===== config.mk =====
export PLATFORM = sky130hd
export DESIGN_NAME = lcd_sequencer
export DESIGN_NICKNAME = d
export VERILOG_FILES = /design/src/rtl/lcd_pkg.sv /design/src/rtl/lcd_timer.sv /design/src/rtl/lcd_sequencer.sv
export SDC_FILE = /design/constraint.sdc
export NUM_CORES = 1
export LEC_CHECK = 0
export ABC_AREA = 0
export ABC_CLOCK_PERIOD_IN_PS = 6700
export BUFFER_PORTS_ARGS = -buffer_cell sky130_fd_sc_hd__buf_2
export CAP_MARGIN = 20
export CORE_MARGIN = 4
export CORE_UTILIZATION = 40
export DETAILED_ROUTE_END_ITERATION = 8
export HOLD_SLACK_MARGIN = 0.1
export SYNTH_ARGS = -nofsm -noshare
export SYNTH_HDL_FRONTEND = slang
export SYNTH_SLANG_ARGS = --single-unit

===== constraint.sdc =====
create_clock -name i_clk -period 6.7 [get_ports i_clk]
set_input_delay 1.34 -clock i_clk [delete_from_list [all_inputs] [get_ports i_clk]]
set_output_delay 1.34 -clock i_clk [all_outputs]
set_load 0.005 [all_outputs]

===== src/rtl/lcd_pkg.sv =====
// Shared types and constants for the HD44780-style LCD sequencer.
package lcd_pkg;

    // Bus-cycle FSM states
    typedef enum logic [2:0] {
        StPwrup,
        StIdle,
        StSetup,
        StEnh,
        StHold,
        StWait
    } lcd_state_e;

    // Power-up init: function set, display on, clear, entry mode (all RS=0)
    localparam int unsigned INIT_LEN = 4;
    localparam logic [7:0] INIT_ROM [INIT_LEN] = '{8'h38, 8'h0C, 8'h01, 8'h06};

    // Field positions inside the LSU LCD register
    localparam int unsigned LCD_DATA_LSB = 0;
    localparam int unsigned LCD_STRB_BIT = 8;
    localparam int unsigned LCD_RS_BIT   = 9;
    localparam int unsigned LCD_ON_BIT   = 31;

    // Clear display and return home need the long execution wait
    function automatic logic is_long_cmd(input logic rs, input logic [7:0] data);
        return !rs && (data == 8'h01 || data == 8'h02 || data == 8'h03);
    endfunction

endpackage


===== src/rtl/lcd_timer.sv =====
// Loadable down-counter; done while the count sits at zero, never wraps.
module lcd_timer #(
    parameter int unsigned CNT_W = 20
) (
    input  logic             i_clk,
    input  logic             i_load,
    input  logic [CNT_W-1:0] i_load_val,
    output logic             o_done
);

    logic [CNT_W-1:0] cnt_q;

    // Load has priority; the owner asserts load during its reset
    always_ff @(posedge i_clk) begin
        if (i_load) begin
            cnt_q <= i_load_val;
        end else if (cnt_q != '0) begin
            cnt_q <= cnt_q - 1'b1;
        end
    end

    assign o_done = (cnt_q == '0);

endmodule


===== src/rtl/lcd_sequencer.sv =====
// Converts LCD register writes into timed HD44780 bus cycles with power-up
// init, a one-deep pending slot, and busy/overrun status.
module lcd_sequencer
    import lcd_pkg::*;
#(
    parameter int unsigned T_PWRUP = 750000,
    parameter int unsigned T_SETUP = 4,
    parameter int unsigned T_EN    = 25,
    parameter int unsigned T_HOLD  = 2,
    parameter int unsigned T_SHORT = 2000,
    parameter int unsigned T_LONG  = 82000,
    parameter int unsigned CNT_W   = 20
) (
    input  logic        i_clk,
    input  logic        i_reset,
    input  logic [31:0] i_lcd_reg,
    output logic [7:0]  o_lcd_data,
    output logic        o_lcd_rs,
    output logic        o_lcd_rw,
    output logic        o_lcd_en,
    output logic        o_lcd_on,
    output logic        o_busy,
    output logic        o_overrun
);

    lcd_state_e       state_q, state_d;
    logic             strb_prev_q;
    logic             slot_full_q, slot_full_d;
    logic [8:0]       slot_word_q, slot_word_d;
    logic             overrun_q, overrun_d;
    logic [1:0]       init_idx_q, init_idx_d;
    logic             in_init_q, in_init_d;
    logic [7:0]       data_q;
    logic             rs_q, en_q, on_q;

    logic             req;
    logic [8:0]       req_word;
    logic             launch;
    logic [8:0]       launch_word;
    logic [1:0]       idx_next;
    logic             tmr_load, tmr_done;
    logic [CNT_W-1:0] tmr_val;

    logic unused_reg_bits;
    assign unused_reg_bits = ^i_lcd_reg[30:10];

    // Rising edge of the strobe bit is one request; a held level is not
    assign req      = i_lcd_reg[LCD_STRB_BIT] & ~strb_prev_q;
    assign req_word = {i_lcd_reg[LCD_RS_BIT], i_lcd_reg[LCD_DATA_LSB +: 8]};
    assign idx_next = init_idx_q + 2'd1;

    lcd_timer #(
        .CNT_W(CNT_W)
    ) u_timer (
        .i_clk     (i_clk),
        .i_load    (tmr_load),
        .i_load_val(tmr_val),
        .o_done    (tmr_done)
    );

    // Next state, pending slot, init progress and timer reloads
    always_comb begin
        state_d     = state_q;
        slot_full_d = slot_full_q;
        slot_word_d = slot_word_q;
        overrun_d   = overrun_q;
        init_idx_d  = init_idx_q;
        in_init_d   = in_init_q;
        launch      = 1'b0;
        launch_word = '0;
        tmr_load    = 1'b0;
        tmr_val     = '0;

        // Requests seen outside IDLE go to the slot or are dropped
        if (state_q != StIdle && req) begin
            if (!slot_full_q) begin
                slot_full_d = 1'b1;
                slot_word_d = req_word;
            end else begin
                overrun_d = 1'b1;
            end
        end

        unique case (state_q)
            StPwrup: begin
                if (tmr_done) begin
                    launch      = 1'b1;
                    launch_word = {1'b0, INIT_ROM[0]};
                end
            end
            StIdle: begin
                if (slot_full_q) begin
                    launch      = 1'b1;
                    launch_word = slot_word_q;
                    slot_full_d = req;
                    slot_word_d = req ? req_word : slot_word_q;
                end else if (req) begin
                    launch      = 1'b1;
                    launch_word = req_word;
                end
            end
            StSetup: begin
                if (tmr_done) begin
                    state_d  = StEnh;
                    tmr_load = 1'b1;
                    tmr_val  = CNT_W'(T_EN - 1);
                end
            end
            StEnh: begin
                if (tmr_done) begin
                    state_d  = StHold;
                    tmr_load = 1'b1;
                    tmr_val  = CNT_W'(T_HOLD - 1);
                end
            end
            StHold: begin
                if (tmr_done) begin
                    state_d  = StWait;
                    tmr_load = 1'b1;
                    tmr_val  = is_long_cmd(rs_q, data_q) ? CNT_W'(T_LONG - 1)
                                                         : CNT_W'(T_SHORT - 1);
                end
            end
            StWait: begin
                if (tmr_done) begin
                    if (in_init_q && init_idx_q != 2'(INIT_LEN - 1)) begin
                        init_idx_d  = idx_next;
                        launch      = 1'b1;
                        launch_word = {1'b0, INIT_ROM[idx_next]};
                    end else begin
                        in_init_d = 1'b0;
                        state_d   = StIdle;
                    end
                end
            end
            default: state_d = StPwrup;
        endcase

        if (launch) begin
            state_d  = StSetup;
            tmr_load = 1'b1;
            tmr_val  = CNT_W'(T_SETUP - 1);
        end

        // Arm the power-up delay while reset is held
        if (i_reset) begin
            tmr_load = 1'b1;
            tmr_val  = CNT_W'(T_PWRUP - 1);
        end
    end

    // State and registered pin outputs
    always_ff @(posedge i_clk) begin
        if (i_reset) begin
            state_q     <= StPwrup;
            strb_prev_q <= 1'b0;
            slot_full_q <= 1'b0;
            slot_word_q <= '0;
            overrun_q   <= 1'b0;
            init_idx_q  <= '0;
            in_init_q   <= 1'b1;
            data_q      <= '0;
            rs_q        <= 1'b0;
            en_q        <= 1'b0;
            on_q        <= 1'b0;
        end else begin
            state_q     <= state_d;
            strb_prev_q <= i_lcd_reg[LCD_STRB_BIT];
            slot_full_q <= slot_full_d;
            slot_word_q <= slot_word_d;
            overrun_q   <= overrun_d;
            init_idx_q  <= init_idx_d;
            in_init_q   <= in_init_d;
            if (launch) begin
                rs_q   <= launch_word[8];
                data_q <= launch_word[7:0];
            end
            en_q <= (state_d == StEnh);
            on_q <= i_lcd_reg[LCD_ON_BIT];
        end
    end

    assign o_lcd_data = data_q;
    assign o_lcd_rs   = rs_q;
    assign o_lcd_rw   = 1'b0;
    assign o_lcd_en   = en_q;
    assign o_lcd_on   = on_q;
    assign o_busy     = (state_q != StIdle) || slot_full_q;
    assign o_overrun  = overrun_q;

endmodule

# [Yosys cells after proc, flatten, opt, wreduce, memory -nomap -nowiden]
# Cells that the tools add are included.
[op_classes] eq_ne=12 bitwise_logic=4 n_mux=42 reduce_logical=16 n_addsub=2 magnitude_cmp=1
[ops] cell="2-to-1 mux 20 bit" n=4
[ops] cell="2-to-1 mux 9 bit" n=7
[ops] cell="case mux 17 bit (3 select lines)" n=1
[ops] cell="2-to-1 mux 17 bit" n=2
[ops] cell="2-to-1 mux 8 bit" n=4
[ops] cell="case mux 9 bit (3 select lines)" n=1
[ops] cell="zero test 20 bit" n=1
[ops] cell="nonzero test 20 bit" n=1
[ops] cell="subtractor 20 x 1 -> 20 bit, second input constant" n=1
[ops] cell="2-to-1 mux 3 bit" n=6
[ops] cell="binary-select mux 8 bit (select 2 bit)" n=1
[ops] cell="equality test 8 x 2 -> 1 bit, second input constant" n=2
[ops] cell="case mux 3 bit (5 select lines)" n=1
[ops] cell="2-to-1 mux 1 bit" n=12
[ops] cell="equality test 3 x 2 -> 1 bit, second input constant" n=3
[ops] cell="equality test 8 x 1 -> 1 bit, second input constant" n=1
[ops] cell="equality test 3 bit, second input constant" n=2
[ops] cell="2-to-1 mux 6 bit" n=1
[ops] cell="AND reduction 3 bit" n=2
[ops] cell="2-to-1 mux 5 bit" n=1
[ops] cell="equality test 3 x 1 -> 1 bit, second input constant" n=1
[ops] cell=">= comparator 3 bit, second input constant" n=1
[ops] cell="logical AND 1 bit" n=3
[ops] cell="zero test 3 bit" n=1
[ops] cell="14 further kinds" n=17
[word_totals] out_inout_bits=14 inputBits=34 register_bits=49 wordCells=89

# [Longest topological paths before layout]
# Gate-level depths: netlist (run 1).
[logic_depth] depth_word=10 mapped_depth=7 ltp_nobuf=7

# [Modules after synthesis]
# From an unflattened synthesis (run 1), not the netlist that was laid out.
[hier_totals] cells_unflattened=306 area_unflattened_um2=2810.2
[modules_own_cells] mod="lcd_sequencer" seq_area_each_um2=580.6 instances=1 cells_per_inst=184 area_each_um2=1574.0
[modules_own_cells] mod="lcd_timer" seq_area_each_um2=600.6 instances=1 cells_per_inst=122 area_each_um2=1236.2

# [Least setup slack after synthesis (run 1)]
# Ideal clock, no wire load.
[synth_path] path_type="input to register" from="in i_lcd_reg[8]" to="reg u_timer.cnt_q[0] (enable)" t_required_ns=6.302 path_slack_ns=3.549 stages=6 arrival_time_ns=2.753 setup_ns=0.398 path_cell_list="nor2b_1 > clkbuf_1 > o21ai_0 > nand2_1 > a21oi_1 > nand2_1"
[synth_via] elab_chain_cells=7
[synth_lines] element="from (decl)" line_no="lcd_sequencer.sv:16" source="input logic [31:0] i_lcd_reg,"
[synth_lines] element="AND 1 bit" line_no="lcd_sequencer.sv:48" source="assign req = i_lcd_reg[LCD_STRB_BIT] & ~strb_prev_q;"
[synth_lines] element="2-to-1 mux 1 bit" line_no="lcd_sequencer.sv:97" source="end else if (req) begin"
[synth_lines] element="2-to-1 mux 1 bit" line_no="lcd_sequencer.sv:92" source="if (slot_full_q) begin"
[synth_lines] element="case mux 1 bit (3 select lines)" line_no="lcd_sequencer.sv:84" source="unique case (state_q)"
[synth_lines] element="2-to-1 mux 1 bit" line_no="lcd_sequencer.sv:139" source="if (launch) begin"
[synth_lines] element="2-to-1 mux 1 bit" line_no="lcd_sequencer.sv:146" source="if (i_reset) begin"
[synth_lines] element="nonzero test 2 bit (no source line)"
[synth_lines] element="to (signal assigned)" line_no="lcd_timer.sv:16" source="cnt_q <= i_load_val;"
[synth_lines] element="to (signal assigned)" line_no="lcd_timer.sv:18" source="cnt_q <= cnt_q - 1'b1;"
[synth_lines] element="to (decl)" line_no="lcd_timer.sv:11" source="logic [CNT_W-1:0] cnt_q;"
# Every way passes these cells.
# A chain may end at the register's enable or synchronous reset.

# [Final worst setup path (run 1)]
[layout_path] from="reg u_timer.cnt_q[9]" to="reg u_timer.cnt_q[18] (enable)"
[layout_via] elab_chain_cells=6 elab_cells_between_ends=9
[layout_lines] element="zero test 20 bit" line_no="lcd_timer.sv:22" source="assign o_done = (cnt_q == '0);"
[layout_lines] element="2-to-1 mux 1 bit (on tied branches)"
[layout_lines] element="case mux 1 bit (3 select lines) / 2-to-1 mux 1 bit (equally long branches)"
[layout_lines] element="2-to-1 mux 1 bit" line_no="lcd_sequencer.sv:139"
[layout_lines] element="2-to-1 mux 1 bit" line_no="lcd_sequencer.sv:146"
[layout_lines] element="nonzero test 2 bit (no source line) (*)"
# Every way passes the cells marked *; elsewhere a longest branch is shown, timed or not.

==> results of run 1 <==
per-stage QoR:
stage	total power, uW	instances
floorplan	367	288
global placement	379	378
detailed placement	380	378
CTS	554	386
global route	575	386
finish	548	386
cell usage after synthesis (3+ instances only):
library cell and instances:
sky130_fd_sc_hd__nor2b_1 8, sky130_fd_sc_hd__or3_1 3, sky130_fd_sc_hd__nor2_1 27, sky130_fd_sc_hd__mux2i_1 14, sky130_fd_sc_hd__a221o_1 5, sky130_fd_sc_hd__mux2_2 3, sky130_fd_sc_hd__nor3_1 15, sky130_fd_sc_hd__a21oi_1 10
sky130_fd_sc_hd__a31oi_1 5, sky130_fd_sc_hd__nand4_1 4, sky130_fd_sc_hd__nor4_1 7, sky130_fd_sc_hd__o21ai_0 17, sky130_fd_sc_hd__clkbuf_1 11, sky130_fd_sc_hd__edfxtp_1 20, sky130_fd_sc_hd__a32oi_1 3, sky130_fd_sc_hd__nand2_1 25
sky130_fd_sc_hd__xnor2_1 10, sky130_fd_sc_hd__dfxtp_1 29, sky130_fd_sc_hd__xor2_1 9, sky130_fd_sc_hd__or2_2 4, sky130_fd_sc_hd__nand2b_1 3, sky130_fd_sc_hd__or4_1 3, sky130_fd_sc_hd__nand3_1 11, sky130_fd_sc_hd__ha_1 6
sky130_fd_sc_hd__inv_1 7
critical path, cell delays in order (launching register included):
cell and delay, ns:
sky130_fd_sc_hd__edfxtp_1 0.45, sky130_fd_sc_hd__or4_4 0.59, sky130_fd_sc_hd__or4_1 0.61, sky130_fd_sc_hd__nor2_1 0.50
sky130_fd_sc_hd__a21oi_1 0.30, sky130_fd_sc_hd__nand2_1 0.71
report_power, final:
group          internal (uW)  leakage [uW]  total [uW]  switching [uW]
combinational           19.4      0.000645        42.0            22.6
clock                   74.6     0.0000456         175             101
sequential               320      0.000447         331            11.1
total                    414       0.00114         548             134
cell usage in the layout (no fill, tap or decap), types with 7 or more instances in the layout:
master	n
sky130_fd_sc_hd__nor4_1	7
sky130_fd_sc_hd__dfxtp_1	29
sky130_fd_sc_hd__nand2_1	25
sky130_fd_sc_hd__mux2i_1	14
sky130_fd_sc_hd__xor2_1	9
sky130_fd_sc_hd__nor2_1	27
sky130_fd_sc_hd__xnor2_1	10
sky130_fd_sc_hd__edfxtp_1	20
sky130_fd_sc_hd__nor3_1	15
sky130_fd_sc_hd__nand3_1	11
sky130_fd_sc_hd__nor2b_1	8
sky130_fd_sc_hd__a21oi_1	10
sky130_fd_sc_hd__buf_2	25
sky130_fd_sc_hd__inv_1	7
sky130_fd_sc_hd__o21ai_0	17
routing by layer:
layer / track usage, % / routed length, um / vias up
met5: 0 / 0 / -
met3: 3.32 / 323 / 8
met4: 4.60 / 87 / 0
met2: 24.1 / 2780 / 60
li1: - / - / 1083
met1: 22.9 / 2830 / 1021
worst min-delay path by stage:
stage	endpoint	slack (ns)	cells past startpoint	startpoint
global route	in_init_q	0.48	1	in_init_q
detailed placement	in_init_q	0.44	1	in_init_q
CTS	in_init_q	0.47	1	in_init_q
global placement	in_init_q	0.44	1	in_init_q
floorplan	in_init_q	0.43	1	in_init_q
finish	in_init_q	0.46	1	in_init_q
cell type report:
| cell class | count | area (um^2) | share of cell area, % |
|---|---|---|---|
| Multi-Input combinational cell | 217 | 1390 | 47.5 |
| Sequential cell | 49 | 1180 | 40.3 |
| Timing Repair Buffer | 28 | 148 | 5.04 |
| Tap cell | 77 | 96.3 | 3.29 |
| Clock buffer | 6 | 72.6 | 2.48 |
| Inverter | 7 | 26.3 | 0.897 |
| Clock inverter | 2 | 13.8 | 0.470 |
logic make-up after synthesis:
family / synth area share, %
AO/OA/AOI/OAI: 12.5
XOR/XNOR: 6.26
adder cells (fa/ha/maj): 2.82
buffers and inverters: 3.29
flip-flops: 44.4
multiplexers: 6.54
other: 0.141
AND/OR/NAND/NOR: 24.0
flip-flops by register name, indices dropped and copies added (netlist names):
name and count:
u_timer.cnt_q 20, init_idx_q 2, slot_full_q 1, o_lcd_rs 1, in_init_q 1, slot_word_q 9, strb_prev_q 1, o_lcd_on 1
o_lcd_en 1, state_q 3, o_overrun 1, o_lcd_data 8
==> results.cfg, run 1 <==
[run_status]
status = complete, no violations

[yosys]
unique_cell_type_count_in_the_yosys_netlist = 49
synth-warning-count = 0
ys_seq_elements = 49
count_of_flip_flops_with_a_built_in_enable_after_synthesis = 20
post-synth-top-area-fraction_pct = 22.6
yosys_most_used_dff = sky130_fd_sc_hd__dfxtp_1
synth.yosys.seq_area_share_pct = 44.4
synth_top_area_cell = sky130_fd_sc_hd__edfxtp_1
synth_top_area_cells = sky130_fd_sc_hd__edfxtp_1 (23%), sky130_fd_sc_hd__dfxtp_1 (22%), sky130_fd_sc_hd__mux2i_1 (5.3%)
post_synth_instance_area_mm2 = 0.00266
async_reset_ff_share_pct = 0
syn-instance-count = 288
avgSynthCellArea_um2 = 9.24
net_count_after_synthesis = 328

[power_and_ir_drop]
worst_ir_drop_vdd_v = 0.000118
power.static_leakage_uw = 0.00114
power_density_mw_per_mm2 = 187

[sta]
rsz0062_at_grt = false
finClkSkew_ns = 0.00815
fin_crit_sh_pct = 52.8
timing.max_slew.rel_slack_pct = 43.0
timing.hold.ws_ns = 0.460
worst_slack_ns = 3.16
hold_viol_final = 0
period_needed_ns = 3.54
timing_worst_slew_pin_value_ns = 0.853
final-max-slew-violation-count = 0
setup-violations-final = 0
timing.setup.tns_ns = 0
fmax_mhz = 283

[critical_path]
timing.reg2reg.worst_path_depth = 5
worstSetupEndpoint = u_timer.cnt_q[18]
setup.worst_path.start_class = register
crit_fanout = 20
timing.setup.critical_path_class = register to register
r2r_start = u_timer.cnt_q[9]
worst_setup_path_end_kind = register
r2r_setup_slack_ns = 3.16
cp.arrival_ns = 3.47
worst_setup_path_startpoint = u_timer.cnt_q[9]
cp.required_ns = 6.63
end_of_the_worst_register_to_register_path = u_timer.cnt_q[18]

[final_layout]
drive_above_1_share_pct = 15.2
layout.cell_area.non_filler_mm2 = 0.00293
syn_to_layout_area_delta_pct = 10.1
fillers = 614
fin_nets = 348
final_core_utilization_pct = 45.9
antenna_cells_inserted = 0

[placement]
detailed_place.area_mm2 = 0.00284
gp_congestion = 0.889
dp_slack_ns = 2.96
port_buffers = 25
place_hpwl_mm = 4.30

[clock_network]
cts_htree_levels = 2
cts_root_buffer = sky130_fd_sc_hd__clkbuf_8
clk-insertion-delay-late_ns = 0.30
cts.repair_timing.setup_buffer_count = 0
post_cts_resize_count = 0
clockBufferDepth = 2
clk_transition_reported_paths_ns = 0.10
cts_inserted_buffers = 5
hold_bufs_at_cts = 0
cts_tree = done
clock_sink_count = 49

[drt]
detail_route.vias_per_cell = 5.63
antenna_violating_nets_post_route = 0
avgRoutedWirePerCell_um = 15.6
drt_drc_violations_left = 0
routed-via-count = 2172
drt-pass1-iter-count = 4
drt_iter0_markers = 83
routed_wirelength_mm = 6.02

[floorplan]
die_height_um = 89.6
fp.dieW_um = 89.6
ioPinCount = 48
floorplan.die_area_mm2 = 0.00802
start_util_pct = 41.7
std_cell_rows = 29
core-area_mm2 = 0.00639

[global_routing]
grt_first_pass_wirelength_mm = 9.88
grt_overflow_total = 0
vias_in_the_first_global_route = 1998
largest_net_degree_at_the_start_of_global_routing = 37
gr-usage-all-layers_pct = 15.9
initial_antenna_violation_count = 0

[min_path]
min_path_type = register to register

[run]
timing.max_cap.violations = 0
Note: power is estimated with default switching activity, not from simulation.
==> run 2: changes to the inputs <==
--- a/config.mk
+++ b/config.mk
@@ -5,8 +5,8 @@
 export SDC_FILE = /design/constraint.sdc
 export NUM_CORES = 1
 export LEC_CHECK = 0
-export ABC_AREA = 0
-export ABC_CLOCK_PERIOD_IN_PS = 6700
+export ABC_AREA = 1
+export ABC_CLOCK_PERIOD_IN_PS = 3600
 export BUFFER_PORTS_ARGS = -buffer_cell sky130_fd_sc_hd__buf_2
 export CAP_MARGIN = 20
 export CORE_MARGIN = 4
==> constraint.sdc (replaced) <==
create_clock -name i_clk -period 3.6 [get_ports i_clk]
set_input_delay 0.72 -clock i_clk [delete_from_list [all_inputs] [get_ports i_clk]]
set_output_delay 0.72 -clock i_clk [all_outputs]
set_load 0.005 [all_outputs]
==> run 2 against run 1 <==
Hold slack got worse by 0.0014 ns. Clock-buffer cell count is 1 higher. Clock skew is 0.0049 ns higher. Synthesized area grew 15%. Non-clock buffer count unchanged. Total power up 100%. Largest power group unchanged. Via count increased by 23%. Critical path type unchanged. Core utilization grew 0.14 points. Maximum frequency is 43% higher. Sequential power up 87%.
==> results.cfg, run 2 <==
[clock_network]
cts.repair_timing.setup_buffer_count = 0
clk_transition_reported_paths_ns = 0.09
cts_tree = done
clk-insertion-delay-late_ns = 0.31
clockBufferDepth = 2
clock_sink_count = 49
cts_htree_levels = 2
hold_bufs_at_cts = 0
cts_root_buffer = sky130_fd_sc_hd__clkbuf_8
cts_inserted_buffers = 5
post_cts_resize_count = 0

[global_routing]
gr-usage-all-layers_pct = 16.0
grt_first_pass_wirelength_mm = 11.6
grt_most_used_layer = met2
grt_overflow_total = 0
grt_util_met3_pct = 2.60
largest_net_degree_at_the_start_of_global_routing = 29
global_route.usage.met2_pct = 28.1
grt.met1_usage_pct = 20.2
initial_antenna_violation_count = 0
vias_in_the_first_global_route = 2562

[final_layout]
layout_common_cells = sky130_fd_sc_hd__nand2_1 (101), sky130_fd_sc_hd__nor2_1 (74), sky130_fd_sc_hd__inv_1 (52)
drive_above_1_share_pct = 16.2
largest_register_ffs = 20
fillers = 745
fin_nets = 495
mostFrequentLayoutCell = sky130_fd_sc_hd__nand2_1
antenna_cells_inserted = 0
syn_to_layout_area_delta_pct = 10.5
max_flop_register = u_timer.cnt_q

[yosys]
synth.yosys.seq_area_share_pct = 38.5
post-synth-top-area-fraction_pct = 19.6
synth.top_cells.by_count = sky130_fd_sc_hd__nand2_1 (101), sky130_fd_sc_hd__nor2_1 (74), sky130_fd_sc_hd__inv_1 (52)
synth_top_area_cell = sky130_fd_sc_hd__edfxtp_1
synth_top_area_cells = sky130_fd_sc_hd__edfxtp_1 (20%), sky130_fd_sc_hd__dfxtp_1 (19%), sky130_fd_sc_hd__nand2_1 (12%)
yosys.cell_count.top_type = sky130_fd_sc_hd__nand2_1
syn-instance-count = 429
unique_cell_type_count_in_the_yosys_netlist = 40
net_count_after_synthesis = 469
count_of_flip_flops_with_a_built_in_enable_after_synthesis = 20
async_reset_ff_share_pct = 0
synth-warning-count = 0
yosys_most_used_dff = sky130_fd_sc_hd__dfxtp_1
ys_seq_elements = 49
post_synth_instance_area_mm2 = 0.00307
avgSynthCellArea_um2 = 7.15

[min_path]
hold_path_depth = 2
holdCritStartpoint = in_init_q
whs_endpoint = in_init_q
min_path_type = register to register

[power_and_ir_drop]
p_int_uw = 836
total_power_uw = 1110
power_density_mw_per_mm2 = 329
p_clk_share_pct = 34.9
p_sw_share_pct = 25.0
worst_ir_drop_vdd_v = 0.000174
power_switching_uw = 278
comb_power_share_pct = 9.6
power.static_leakage_uw = 0.00156
p_seq_share_pct = 55.5

[drt]
drt_drc_violations_left = 0
avgRoutedWirePerCell_um = 12.1
antenna_violating_nets_post_route = 0
drt-pass1-iter-count = 4
routed-via-count = 2679
routed_wirelength_mm = 6.73
detail_route.vias_per_cell = 4.83
drt_iter0_markers = 88

[critical_path]
r2r_start = u_timer.cnt_q[0]
end_of_the_worst_register_to_register_path = u_timer.cnt_q[0]
r2r_setup_slack_ns = 1.13
timing.setup.critical_path_class = register to register
crit_fanout = 20
cp.required_ns = 3.60
worst_setup_path_end_kind = register
cp.arrival_ns = 2.47
timing.reg2reg.worst_path_depth = 9
setup.worst_path.start_class = register

[sta]
setup-violations-final = 0
timing.max_slew.rel_slack_pct = 65.5
final-max-slew-violation-count = 0
timing.setup.tns_ns = 0
hold_viol_final = 0
timing_worst_slew_pin_value_ns = 0.517
finClkSkew_ns = 0.0131
rsz0062_at_grt = false
fmax_mhz = 405
period_needed_ns = 2.47
fin_crit_sh_pct = 68.6

[floorplan]
die_height_um = 95.6
floorplan.die_area_mm2 = 0.00913
std_cell_rows = 31
fp.dieW_um = 95.6
core-area_mm2 = 0.00737
ioPinCount = 48
start_util_pct = 41.6

[placement]
port_buffers = 25
gp_congestion = 0.860
place_hpwl_mm = 5.07

[run_status]
status = complete, no violations

[run]
timing.max_cap.violations = 0
==> run 2: cell count changes after synthesis, moves of 9 or more <==
cell,delta
sky130_fd_sc_hd__a21oi_1,+11
sky130_fd_sc_hd__inv_1,+45
sky130_fd_sc_hd__mux2i_1,-14
sky130_fd_sc_hd__nand2_1,+76
sky130_fd_sc_hd__nand2_2,+10
sky130_fd_sc_hd__nor2_1,+47
sky130_fd_sc_hd__nor2_2,+9
==> run 2: logic make-up (layout without fill, tap and decap cells) <==
logic type / Yosys count / count (layout) / share of synthesized area [%]
flip-flops: 49 / 49 / 38.5
adder cells (fa/ha/maj): 6 / 6 / 2.45
AO/OA/AOI/OAI: 56 / 56 / 10.6
other: 1 / 1 / 0.122
XOR/XNOR: 14 / 14 / 4.00
AND/OR/NAND/NOR: 240 / 240 / 35.6
buffers and inverters: 63 / 90 / 8.69
==> run 2: worst max-delay path, cell delays in order (launching register included) <==
cell and delay, ns:
sky130_fd_sc_hd__edfxtp_1 0.40, sky130_fd_sc_hd__inv_1 0.13, sky130_fd_sc_hd__ha_1 0.22, sky130_fd_sc_hd__nand3_1 0.11
sky130_fd_sc_hd__nor2_1 0.15, sky130_fd_sc_hd__nand4_2 0.29, sky130_fd_sc_hd__nand3_2 0.36, sky130_fd_sc_hd__nor2_4 0.13
sky130_fd_sc_hd__nand2_1 0.08, sky130_fd_sc_hd__buf_4 0.27
==> run 2: per-stage QoR <==
stage / hold WS (ns) / setup WS [ns] / util, % / cells / instance area (um^2)
global route: 0.502 / 0.898 / 46.0 / 555 / 3390
floorplan: 0.431 / 1.26 / - / 429 / 3070
CTS: 0.459 / 1.11 / 46.0 / 555 / 3390
finish: 0.458 / 1.13 / 46.0 / 555 / 3390
detailed placement: 0.446 / 1.03 / 44.4 / 547 / 3280
global placement: 0.443 / 1.02 / 44.4 / 547 / 3280
==> run 2: cell type report <==
type / count / area (um^2) / share of cell area (%)
Multi-Input combinational cell: 317 / 1620 / 47.8
Clock buffer: 7 / 108 / 3.17
Sequential cell: 49 / 1180 / 34.8
Timing Repair Buffer: 28 / 148 / 4.35
Tap cell: 99 / 124 / 3.65
Inverter: 54 / 203 / 5.98
Clock inverter: 1 / 7.51 / 0.221
==> run 2: worst max path at each step <==
stage | cells past startpoint | end | start
2_1_floorplan | 7 | u_timer.cnt_q[0] | i_lcd_reg[8]
3_3_place_gp | 8 | u_timer.cnt_q[18] | i_lcd_reg[8]
3_5_place_dp | 8 | u_timer.cnt_q[13] | i_lcd_reg[8]
4_1_cts | 9 | u_timer.cnt_q[8] | u_timer.cnt_q[0]
5_1_grt | 9 | u_timer.cnt_q[9] | u_timer.cnt_q[0]
6_report | 9 | u_timer.cnt_q[0] | u_timer.cnt_q[0]
==> run 2: per-layer routing <==
| layer | routed length, um | share of wire (%) | up-vias |
|---|---|---|---|
| met5 | 0 | 0 | - |
| met4 | 70 | 1.0 | 0 |
| met3 | 147 | 2.2 | 7 |
| met2 | 3380 | 50 | 44 |
| met1 | 3130 | 46 | 1216 |
| li1 | - | - | 1412 |
==> run 2: power groups by stage <==
stage	clock network, uW	logic (uW)	registers, uW
final	389	107	619
after global routing	425	123	622
after CTS	403	108	619
after detailed placement	0	107	632
after global placement	0	106	631
after floorplan	0	85.3	625
==> run 3: changes to the inputs <==
--- a/config.mk
+++ b/config.mk
@@ -6,7 +6,7 @@
 export NUM_CORES = 1
 export LEC_CHECK = 0
 export ABC_AREA = 1
-export ABC_CLOCK_PERIOD_IN_PS = 3600
+export ABC_CLOCK_PERIOD_IN_PS = 2600
 export BUFFER_PORTS_ARGS = -buffer_cell sky130_fd_sc_hd__buf_2
 export CAP_MARGIN = 20
 export CORE_MARGIN = 4
==> constraint.sdc (replaced) <==
create_clock -name i_clk -period 2.6 [get_ports i_clk]
set_input_delay 0.52 -clock i_clk [delete_from_list [all_inputs] [get_ports i_clk]]
set_output_delay 0.52 -clock i_clk [all_outputs]
set_load 0.005 [all_outputs]
==> run 3 against run 2 <==
Die area stayed put. Clock skew is 0.0020 ns lower. Sequential power is 38% higher. Clock power is 46% higher. Sequential cell count stayed put. Global-route usage is 0.082 points higher. Critical path type unchanged. Design area is 1.1% higher. Core utilization is 0.49 points higher. Total power is 41% higher.
==> results.cfg, run 3 (synthesis results as in run 2) <==
[sta]
period_needed_ns = 2.17
timing.max_slew.rel_slack_pct = 65.1
timing_worst_slew_pin_value_ns = 0.523
timing.setup.tns_ns = 0
rsz0062_at_grt = false
worst_slack_ns = 0.428
fmax_mhz = 460
finClkSkew_ns = 0.0111
hold_viol_final = 0
fin_crit_sh_pct = 83.5
final-max-slew-violation-count = 0
setup-violations-final = 0

[final_layout]
layout_common_cells = sky130_fd_sc_hd__nand2_1 (101), sky130_fd_sc_hd__nor2_1 (74), sky130_fd_sc_hd__inv_1 (52)
ff_latch_area_mm2 = 0.00118
fin_nets = 497
antenna_cells_inserted = 0
fin_cells = 557
drive_above_1_share_pct = 16.6
largest_register_ffs = 20
max_flop_register = u_timer.cnt_q
area_occupied_by_multi_input_gates_mm2 = 0.00162
mostFrequentLayoutCell = sky130_fd_sc_hd__nand2_1
syn_to_layout_area_delta_pct = 11.7
fillers = 771

[critical_path]
crit_path_max_incr_delay_ns = 0.39
cp.required_ns = 2.62
cp.arrival_ns = 2.19
r2r_start = u_timer.cnt_q[0]
setup.worst_path.start_class = register
worst_setup_path_startpoint = u_timer.cnt_q[0]
crit_chain = inv_1 > ha_1 > nand2_1 > nor2_4 > nand4_2 > nand3_2 > nor2_4 > nand2_1 > buf_12
worst_setup_path_end_kind = register
timing.critical_path.slowest_stage_cell = sky130_fd_sc_hd__edfxtp_1
timing.setup.critical_path_class = register to register
crit_fanout = 16

[floorplan]
core-area_mm2 = 0.00737
fp.dieW_um = 95.6
ioPinCount = 48
floorplan.die_area_mm2 = 0.00913
die_height_um = 95.6
std_cell_rows = 31
start_util_pct = 41.6

[drt]
avgRoutedWirePerCell_um = 12.2
routed-via-count = 2640
drt_drc_violations_left = 0
routed_wirelength_mm = 6.79
drt-pass1-iter-count = 4
antenna_violating_nets_post_route = 0
drt_iter0_markers = 113
detail_route.vias_per_cell = 4.74

[clock_network]
cts_root_buffer = sky130_fd_sc_hd__clkbuf_8
post_cts_resize_count = 0
cts.repair_timing.setup_buffer_count = 0
cts_inserted_buffers = 5
cts_htree_levels = 2
clock_sink_count = 49
cts_tree = done
clk-insertion-delay-late_ns = 0.30
hold_bufs_at_cts = 0
clk_transition_reported_paths_ns = 0.09
clockBufferDepth = 2

[run_status]
status = complete, no violations

[global_routing]
vias_in_the_first_global_route = 2609
gr-usage-all-layers_pct = 16.1
largest_net_degree_at_the_start_of_global_routing = 29
initial_antenna_violation_count = 0
grt_overflow_total = 0
grt_first_pass_wirelength_mm = 11.7

[run]
timing.max_cap.violations = 0

[power_and_ir_drop]
worst_ir_drop_vdd_v = 0.000240
power_density_mw_per_mm2 = 459
power.static_leakage_uw = 0.00158

[min_path]
min_path_type = input port to register
holdCritStartpoint = i_lcd_reg[31]

[placement]
dp_slack_ns = 0.410
place_hpwl_mm = 5.21
dp_cells = 549
port_buffers = 25
gp_congestion = 0.857
run 3: cell count changes in the layout (fill, tap and decap cells not counted), sizes merged:
| cell | change |
|---|---|
| buf | +2 |
| clkinv | +1 |
| clkinvlp | -1 |
run 3: critical path, delay by kind of cell, from the launching register on:
family	cells	cell delay, ns
fa+ha+maj	1	0.23
buf+inv	2	0.34
flops	1	0.39
simple gates	6	0.93
run 3: layout make-up:
| cell class | count | area share, % |
|---|---|---|
| multi-input cells | 317 | 47.3 |
| flip-flops and latches | 49 | 34.5 |
| inverters | 54 | 5.91 |
| repair buffers | 30 | 5.11 |
| well taps | 99 | 3.61 |
| clock buffers | 7 | 3.47 |
| clock inverters | 1 | 0.146 |
run 3: worst paths after layout:
path | slack, ns | cells after the start | endpoint
worst min register to register | 0.46 | 2 | in_init_q
worst min-delay path | 0.42 | 3 | o_lcd_on
worst max register to register | 0.43 | 9 | u_timer.cnt_q[11]
worst max-delay path | 0.43 | 9 | u_timer.cnt_q[11]
run 3: per-stage QoR:
step / area (um^2) / util (%) / total power (uW) / hold slack (ns)
3_3_place_gp: 3300 / 44.8 / 1020 / 0.441
2_1_floorplan: 3070 / - / 984 / 0.431
3_5_place_dp: 3300 / 44.8 / 1020 / 0.446
6_report: 3430 / 46.5 / 1570 / 0.422
4_1_cts: 3430 / 46.5 / 1590 / 0.415
5_1_grt: 3430 / 46.5 / 1650 / 0.424
run 3: report_power, final:
group          leakage [uW]  switching, uW  total, uW  internal (uW)
logic               0.00106           93.8        148           54.7
registers          0.000451           27.2        856            829
clock network     0.0000645            263        568            305
total               0.00158            384       1570           1190
run 3: per-layer routing:
layer / vias up / global-route usage (%) / routed length, um / share of wire (%)
li1: 1418 / - / - / -
met1: 1186 / 19.9 / 3210 / 47
met2: 31 / 28.9 / 3340 / 49
met3: 5 / 3.08 / 183 / 2.7
met4: 0 / 3.32 / 52 / 0.77
met5: - / 0 / 0 / 0
